==> src/rtl/axis_arb_pkg.sv <==
// Shared types and helpers for the packet-level AXI-Stream arbiter.
package axis_arb_pkg;

   // Upper bound on source count; sizes the rotating-priority search.
   localparam int unsigned MAX_SRC  = 8;
   localparam int unsigned MAX_ID_W = 3;

   typedef enum logic [1:0] {
      StIdle,
      StPass,
      StDrain
   } arb_state_e;

   // First set bit of req at or above ptr, wrapping modulo n.
   function automatic logic [MAX_ID_W-1:0] rr_pick(input logic [MAX_SRC-1:0] req,
                                                   input logic [MAX_ID_W-1:0] ptr,
                                                   input int unsigned n);
      logic [MAX_ID_W-1:0] pick;
      logic                done;
      int unsigned         idx;
      pick = '0;
      done = 1'b0;
      for (int unsigned off = 0; off < MAX_SRC; off++) begin
         idx = (32'(ptr) + off) % n;
         if (!done && (off < n) && req[idx[MAX_ID_W-1:0]]) begin
            pick = idx[MAX_ID_W-1:0];
            done = 1'b1;
         end
      end
      return pick;
   endfunction

endpackage

==> src/rtl/rr_arbiter.sv <==
// Combinational rotating-priority picker: lowest requester at or above ptr.
module rr_arbiter
   import axis_arb_pkg::*;
#(
   parameter int unsigned N_SRC = 4
) (
   input  logic [N_SRC-1:0]                              req,
   input  logic [((N_SRC > 1) ? $clog2(N_SRC) : 1)-1:0] ptr,
   output logic [((N_SRC > 1) ? $clog2(N_SRC) : 1)-1:0] idx,
   output logic                                          found
);

   localparam int unsigned ID_W = (N_SRC > 1) ? $clog2(N_SRC) : 1;

   logic [MAX_SRC-1:0]  req_ext;
   logic [MAX_ID_W-1:0] ptr_ext;
   logic [MAX_ID_W-1:0] pick;

   // Widen to the package search width, search, then narrow back.
   always_comb begin
      req_ext = MAX_SRC'(req);
      ptr_ext = MAX_ID_W'(ptr);
      pick    = rr_pick(req_ext, ptr_ext, N_SRC);
      idx     = ID_W'(pick);
      found   = |req;
   end

endmodule

==> src/rtl/axis_pkt_arbiter.sv <==
// Packet-level round-robin arbiter: N_SRC byte-wide AXI-Stream sources onto one sink.
// A grant is held from first byte to the tlast handshake; one idle bubble per frame.
// Optional length limit with truncation and drain: define AXIS_ARB_MAXLEN_EN.
module axis_pkt_arbiter
   import axis_arb_pkg::*;
#(
   parameter int unsigned N_SRC     = 4,
   parameter int unsigned CNT_W     = 32,
   parameter int unsigned MAX_BYTES = 1518
) (
   input  logic                     clk,
   input  logic                     rst_n,
   input  logic [N_SRC*8-1:0]       s_axis_tdata,
   input  logic [N_SRC-1:0]         s_axis_tvalid,
   output logic [N_SRC-1:0]         s_axis_tready,
   input  logic [N_SRC-1:0]         s_axis_tlast,
   output logic [7:0]               m_axis_tdata,
   output logic                     m_axis_tvalid,
   input  logic                     m_axis_tready,
   output logic                     m_axis_tlast,
   output logic [$clog2(N_SRC)-1:0] grant_id,
   output logic                     busy,
   output logic [CNT_W-1:0]         frames_out,
   output logic [CNT_W-1:0]         bytes_out,
   output logic                     trunc_err
);

   localparam int unsigned ID_W = $clog2(N_SRC);

   if (N_SRC < 2 || N_SRC > MAX_SRC || MAX_BYTES < 2) begin : g_param_chk
      $error("axis_pkt_arbiter: N_SRC must be 2..8 and MAX_BYTES at least 2");
   end

   arb_state_e       state_q;
   logic [ID_W-1:0]  grant_q;
   logic [ID_W-1:0]  rr_ptr_q;
   logic [ID_W-1:0]  pick_idx;
   logic [ID_W-1:0]  next_ptr;
   logic             pick_found;
   logic             busy_q;
   logic [CNT_W-1:0] frames_q;
   logic [CNT_W-1:0] bytes_q;
   logic             src_valid;
   logic             src_last;
   logic             sink_hs;
   logic             to_drain;

   rr_arbiter #(
      .N_SRC(N_SRC)
   ) u_rr_arbiter (
      .req  (s_axis_tvalid),
      .ptr  (rr_ptr_q),
      .idx  (pick_idx),
      .found(pick_found)
   );

`ifdef AXIS_ARB_MAXLEN_EN
   localparam int unsigned LEN_W = $clog2(MAX_BYTES + 1);

   logic [LEN_W-1:0] len_q;
   logic             at_limit;

   // The next handshake in PASS is the MAX_BYTES-th byte of this frame.
   always_comb begin
      at_limit  = (state_q == StPass) && (len_q == LEN_W'(MAX_BYTES - 1));
      trunc_err = sink_hs && at_limit && !src_last;
      to_drain  = trunc_err;
   end
`else
   assign trunc_err = 1'b0;
   assign to_drain  = 1'b0;
`endif

   assign next_ptr   = (grant_q == ID_W'(N_SRC - 1)) ? '0 : grant_q + 1'b1;
   assign grant_id   = grant_q;
   assign busy       = busy_q;
   assign frames_out = frames_q;
   assign bytes_out  = bytes_q;

   // Zero-latency mux from the granted source to the sink; readies follow the state.
   always_comb begin
      src_valid     = s_axis_tvalid[grant_q];
      src_last      = s_axis_tlast[grant_q];
      m_axis_tdata  = s_axis_tdata[{grant_q, 3'b000} +: 8];
      m_axis_tvalid = 1'b0;
      m_axis_tlast  = 1'b0;
      s_axis_tready = '0;
      case (state_q)
         StPass: begin
            m_axis_tvalid          = src_valid;
`ifdef AXIS_ARB_MAXLEN_EN
            m_axis_tlast           = src_last | at_limit;
`else
            m_axis_tlast           = src_last;
`endif
            s_axis_tready[grant_q] = m_axis_tready;
         end
`ifdef AXIS_ARB_MAXLEN_EN
         StDrain: s_axis_tready[grant_q] = 1'b1;
`endif
         default: ;
      endcase
      sink_hs = m_axis_tvalid && m_axis_tready;
   end

   // Arbitration FSM with registered grant, busy flag and statistics counters.
   always_ff @(posedge clk or negedge rst_n) begin
      if (!rst_n) begin
         state_q  <= StIdle;
         grant_q  <= '0;
         rr_ptr_q <= '0;
         busy_q   <= 1'b0;
         frames_q <= '0;
         bytes_q  <= '0;
`ifdef AXIS_ARB_MAXLEN_EN
         len_q    <= '0;
`endif
      end else begin
         case (state_q)
            StIdle: begin
               if (pick_found) begin
                  grant_q <= pick_idx;
                  busy_q  <= 1'b1;
                  state_q <= StPass;
`ifdef AXIS_ARB_MAXLEN_EN
                  len_q   <= '0;
`endif
               end
            end
            StPass: begin
               if (sink_hs) begin
                  bytes_q <= bytes_q + 1'b1;
`ifdef AXIS_ARB_MAXLEN_EN
                  len_q   <= len_q + 1'b1;
`endif
                  if (m_axis_tlast) begin
                     frames_q <= frames_q + 1'b1;
                     // A truncated frame keeps its grant until the source's own tlast.
                     if (to_drain) begin
                        state_q <= StDrain;
                     end else begin
                        rr_ptr_q <= next_ptr;
                        busy_q   <= 1'b0;
                        state_q  <= StIdle;
                     end
                  end
               end
            end
`ifdef AXIS_ARB_MAXLEN_EN
            StDrain: begin
               if (src_valid && src_last) begin
                  rr_ptr_q <= next_ptr;
                  busy_q   <= 1'b0;
                  state_q  <= StIdle;
               end
            end
`endif
            default: state_q <= StIdle;
         endcase
      end
   end

endmodule

==> config.mk <==
export PLATFORM = sky130hd
export DESIGN_NAME = axis_pkt_arbiter
export DESIGN_NICKNAME = d
export VERILOG_FILES = /design/src/rtl/axis_arb_pkg.sv /design/src/rtl/rr_arbiter.sv /design/src/rtl/axis_pkt_arbiter.sv
export SDC_FILE = /design/constraint.sdc
export NUM_CORES = 1
export LEC_CHECK = 0
export BUFFER_PORTS_ARGS = -buffer_cell sky130_fd_sc_hd__buf_2
export CORE_MARGIN = 2
export CORE_UTILIZATION = 50
export DETAILED_ROUTE_END_ITERATION = 10
export PLACE_DENSITY = 0.85
export SLEW_MARGIN = 20
export SYNTH_ARGS = -nofsm -noshare
export SYNTH_HDL_FRONTEND = slang
export SYNTH_SLANG_ARGS = --single-unit
==> constraint.sdc <==
create_clock -name clk -period 2.5 [get_ports clk]
set_clock_uncertainty 0.05 [all_clocks]
set_input_delay 0.25 -clock clk [delete_from_list [all_inputs] [get_ports clk]]
set_output_delay 0.25 -clock clk [all_outputs]
set_load 0.05 [all_outputs]
Word level (Yosys, flattened, before mapping)
Cells that the tools add are included.
Widths: inputs -> output; s select.
{"block": "totals", "ff_bits": 71, "in_bits": 43, "output_inout_bits": 82, "wordCells": 74}
{"block": "op_classes", "n_addsub": 6, "order_cmp": 6, "n_eq_ne": 5, "shift": 1, "n_mux": 33, "n_bitwise": 1, "reduce_logical": 16}
{"cell": "$add 32x1->32 const B", "count": 2}
{"cell": "$shiftx 32x6->8", "count": 1}
{"cell": "$lt 2x4->1 const B", "count": 4}
{"cell": "$mux 2", "count": 8}
{"cell": "$mux 1", "count": 15}
{"cell": "$bmux 1 s2", "count": 6}
{"cell": "$ne 2x2->1 const B", "count": 3}
{"cell": "$reduce_and 3->1", "count": 2}
{"cell": "$logic_and 1x1->1", "count": 5}
{"cell": "$add 2x1->2 const B", "count": 2}
{"cell": "$add 2x2->2 const B", "count": 2}
{"cell": "$and 4x4->4", "count": 1}
{"cell": "$mux 4", "count": 1}
{"cell": "$pmux 2 s2", "count": 1}
{"cell": "$reduce_and 2->1", "count": 2}
{"cell": "$reduce_and 4->1", "count": 1}
{"cell": "$reduce_or 4->1", "count": 1}
{"cell": "$logic_not 1->1", "count": 3}
{"cell": "$lt 2x3->1 const B", "count": 1}
{"cell": "$demux 1 s2", "count": 1}
{"cell": "$eq 2x1->1 const B", "count": 1}
{"cell": "$eq 2x2->1 const B", "count": 1}
{"cell": "$ge 2x1->1 const B", "count": 1}
{"cell": "$logic_not 2->1", "count": 1}
{"cell": "2 further kinds", "count": 2}

Longest topological paths before layout
{"block": "depth", "word_depth": 12, "mapped_depth": 6, "mapped_depth_nobuf": 5}

Hierarchy
A second synthesis with hierarchy kept.
{"block": "hier_totals", "hier_cells": 343, "hier_area_um2": 3712.3}
{"mod": "axis_pkt_arbiter", "instances": 1, "cells_each": 328, "area_per_inst_um2": 3634.7, "seq_area_each_um2": 1726.7}
{"mod": "rr_arbiter", "instances": 1, "cells_each": 15, "area_per_inst_um2": 77.6, "seq_area_each_um2": 0.0}

Worst setup path before layout
Ideal clock, no wire load.
{"block": "synth_timing", "path_kind": "flip-flop to output port", "startpoint": "register grant_q[0], in the netlist grant_id[0]", "endpoint": "output m_axis_tdata[0]", "t_arrival_ns": 1.963, "required_time_ns": 2.200, "slack_ns": 0.237, "stages_incl_launch_ff": 3, "cell_sequence": "dfrtp_1 -> buf_1 -> mux4_2"}
{"block": "synth_via", "elab_chain_len": 1}
{"item": "start, declared", "line_no": "axis_pkt_arbiter.sv:35", "source": "logic [ID_W-1:0] grant_q;"}
{"item": "start signal, assigned", "line_no": "axis_pkt_arbiter.sv:122", "source": "grant_q <= pick_idx;"}
{"item": "$shiftx 32x6->8", "line_no": "axis_pkt_arbiter.sv:84", "source": "m_axis_tdata = s_axis_tdata[{grant_q, 3'b000} +: 8];"}
{"item": "end, declared", "line_no": "axis_pkt_arbiter.sv:17", "source": "output logic [7:0] m_axis_tdata,"}
No other way between the ends.

Worst setup path in the final report
{"block": "layout_timing", "startpoint": "register grant_q[1], in the netlist grant_id[1]", "endpoint": "output m_axis_tlast"}
{"block": "layout_via", "elab_chain_len": 3}
{"item": "$bmux 1 s2", "line_no": "axis_pkt_arbiter.sv:83", "source": "src_last = s_axis_tlast[grant_q];"}
{"item": "$mux 1 (not written as such)", "line_no": "axis_pkt_arbiter.sv:83"}
{"item": "$mux 1", "line_no": "axis_pkt_arbiter.sv:88", "source": "case (state_q)"}
{"item": "end, declared", "line_no": "axis_pkt_arbiter.sv:20", "source": "output logic m_axis_tlast,"}
No other way between the ends. The select of a mux whose other input is x is not followed.

==> results_dict.tcl <==
set metrics [dict create \
    syn_nets 381 \
    power_density_mw_per_mm2 872.4 \
    final_max_slew_viol_count 0 \
    grt-ovfl-total 0 \
    dp_cells 546 \
    setup_viol 0 \
    viasPerCell 5.268 \
    gp_congestion 0.8159 \
    regToRegEndpoint "bytes_out[30]$_DFFE_PN0P_" \
    drtPass1Iterations 5 \
    portBuffers 123 \
    finalCritPeriodShare_pct 88.88 \
    wl_per_cell_um 14.72 \
    ys_types 38 \
    syn2layout_area_growth_pct 25.87 \
    drive_above_1_share_pct 35.33 \
    ir_drop_v 0.0007796 \
    die_h_um 88.95 \
    synth_common_cells "69 x dfrtp_1, 31 x nand2_1, 31 x xnor2_1, 31 x xor2_1, 27 x nor2_1" \
    fmax_ghz 0.4501 \
    max_stage_delay_ns 0.52 \
    drt_wl_total_mm 8.289 \
    nets 511 \
    cpMaxStageDelayCell "dfrtp_1" \
    ios 125 \
    nFillCells 566 \
    htree_levels 3 \
    clkPwrFrac_pct 22.8 \
    drt_iter0_drc 90 \
    avgSynthCellArea_um2 10.87 \
    netlist_area_mm2 0.003608 \
    critPathKind "reg2out" \
    slew_headroom_pct 48.69 \
    fin_crit_ns 2.222 \
    seq_area_frac_synth_pct 47.85 \
    grt_pass1_wl_mm 13.79 \
    cts.repair.resized 0 \
    route.detailed.drc 0 \
    synth_top_area_share_pct 47.85 \
    status "completed" \
    insertion_delay_ns 0.33 \
    root_buffer "clkbuf_8" \
    start_util_pct 52.25 \
    grt_max_degree 38 \
    antennaDiodeCount 0 \
    power_frac_comb_pct 42.0 \
    hold_depth 3 \
    drt.antenna.violating_nets 0 \
    synthTopCellsByArea "dfrtp_1 48%, xnor2_1 7.5%, xor2_1 7.5%" \
    coreArea_mm2 0.006907 \
    hold_viol_final 0 \
    worstPathMaxFanout 9 \
    cts_tree "built" \
    synthFlopType "dfrtp_1" \
    switching_share_pct 44.15 \
    num_vias 2966 \
    worst-r2r-setup-slack_ns 0.30 \
    post-dp-hpwl_mm 6.438 \
    cts_made_buffers 9 \
    synth_seq_cells 69 \
    track_usage_pct 22.51 \
    p_leak_nw 2.390 \
    synthCells 332 \
    required_ns 2.20 \
    yosysMostFrequentCell "dfrtp_1" \
    die_x_um 88.95 \
    cp-start-kind "flip-flop" \
    async_flop_share_pct 100.0 \
    crit_chain "buf_4, mux4_2, and2_1, buf_2" \
    grt_pass1_vias 2920 \
    reg2reg_depth 5 \
    hold_path_class "in2reg" \
    p_sw_mw 1.749 \
    cap_violations 0 \
    num_rows 30 \
    r2r_start "grant_id[1]$_DFFE_PN0P_" \
    end_kind "output pin" \
    clkSinkCount 69 \
    ys_warn_count 0 \
    synth_edf_count 0 \
    yosysTopAreaCell "dfrtp_1" \
    cp-startpoint "grant_id[1]$_DFFE_PN0P_" \
    layout.cells.non_filler 563 \
    die_area_mm2 0.007912 \
    path_clk_slew_ns 0.07 \
    p_int_mw 2.213 \
    grt_antenna_before_repair 0 \
    clock_path_buffers 2 \
    fin_setup_tns_ns 0 \
    critPathCapture "m_axis_tlast" \
    p_seq_share_pct 35.2 \
    tightest_slew_ns 0.7696 \
    worst_ep_arrival_time_ns 1.92 \
    rsz0062_at_grt "no" \
]
[layout by cell type, fill, tap and decap left out, types with 4 or more instances in the layout]
| cell | n |
|---|---|
| buf_2 | 123 |
| dfrtp_1 | 69 |
| nand2_1 | 31 |
| xor2_1 | 31 |
| xnor2_1 | 31 |
| nor2_1 | 27 |
| nand3_1 | 21 |
| nor3_1 | 16 |
| inv_1 | 15 |
| nand4_1 | 15 |
| and3_1 | 10 |
| clkbuf_8 | 10 |
| mux4_2 | 9 |
| and2_1 | 6 |
| ha_1 | 6 |
| o21ai_0 | 4 |
| a21oi_1 | 4 |
[stage by stage]
stage | power, mW | util [%] | area (um^2) | setup WS [ns] | hold WS, ns
6_report | 3.962 | 65.76 | 4542 | 0.2780 | 0.2393
3_5_place_dp | 3.086 | 62.72 | 4332 | 0.2864 | 0.3201
3_3_place_gp | 3.041 | 62.72 | 4332 | 0.4519 | 0.3218
5_1_grt | 4.147 | 65.76 | 4542 | 0.1531 | 0.2717
2_1_floorplan | 2.663 | - | 3608 | 0.2374 | -0.09559
4_1_cts | 3.996 | 65.76 | 4542 | 0.2541 | 0.2204
[worst max-delay path, delay by kind of cell, from the launching register on]
kind | cells | cell delay [ns]
buf+inv | 2 | 0.44
mux | 1 | 0.42
simple gates | 1 | 0.20
flops | 1 | 0.52
[layer usage]
metal / share of wire, % / track usage [%] / wire length (um)
met5: 0 / 0 / 0
met4: 1.9 / 8.820 / 160
met3: 5.7 / 5.910 / 471
met2: 49 / 36.70 / 4094
met1: 43 / 28.90 / 3562
[area by class of cell]
type                       instances  area, um^2  share of cell area, %
clock buffer                      11       141.4                  3.113
inverter                          15       56.30                  1.240
sequential                        69        1727                  38.02
clock inverter                     5       58.81                  1.295
multi-input combinational        239        1770                  38.98
tap                               96       120.1                  2.645
timing repair buffer             128       668.1                  14.71
[power by group through the flow]
stage	Clock, mW	Combinational (mW)	Sequential, mW
after floorplan	0	0.945	1.72
after global placement	0	1.64	1.40
after detailed placement	0	1.67	1.42
after CTS	0.925	1.68	1.39
after global routing	0.972	1.76	1.42
final	0.903	1.66	1.40
[logic make-up after synthesis]
kind of cell | count (synthesis) | synth area share [%]
compound gates | 11 | 2.150
xor+xnor | 62 | 15.05
fa+ha+maj | 6 | 2.080
buf+inv | 24 | 3.086
flops | 69 | 47.85
mux | 13 | 6.796
other cells | 1 | 0.1039
simple gates | 146 | 22.89
[registers in the layout (all words and copies together), names as in the netlist]
name,cells
busy,1
rr_ptr_q,2
bytes_out,32
grant_id,2
frames_out,32
[timing repair]
action | 4_1_cts | 5_1_grt
endpoints found under the setup margin | 0 | 0
buffers inserted | 0 | 0
hold buffers | 1 | 0
endpoints found under the hold margin | 32 | 0
[worst min path at each step]
stage,start,endpoint
floorplan,rst_n,busy$_DFFE_PN0P_
global placement,rst_n,bytes_out[8]$_DFFE_PN0P_
detailed placement,rst_n,bytes_out[8]$_DFFE_PN0P_
CTS,s_axis_tvalid[3],grant_id[1]$_DFFE_PN0P_
global route,s_axis_tvalid[3],grant_id[1]$_DFFE_PN0P_
finish,s_axis_tvalid[3],grant_id[1]$_DFFE_PN0P_
(Power assumes the default switching activity.)
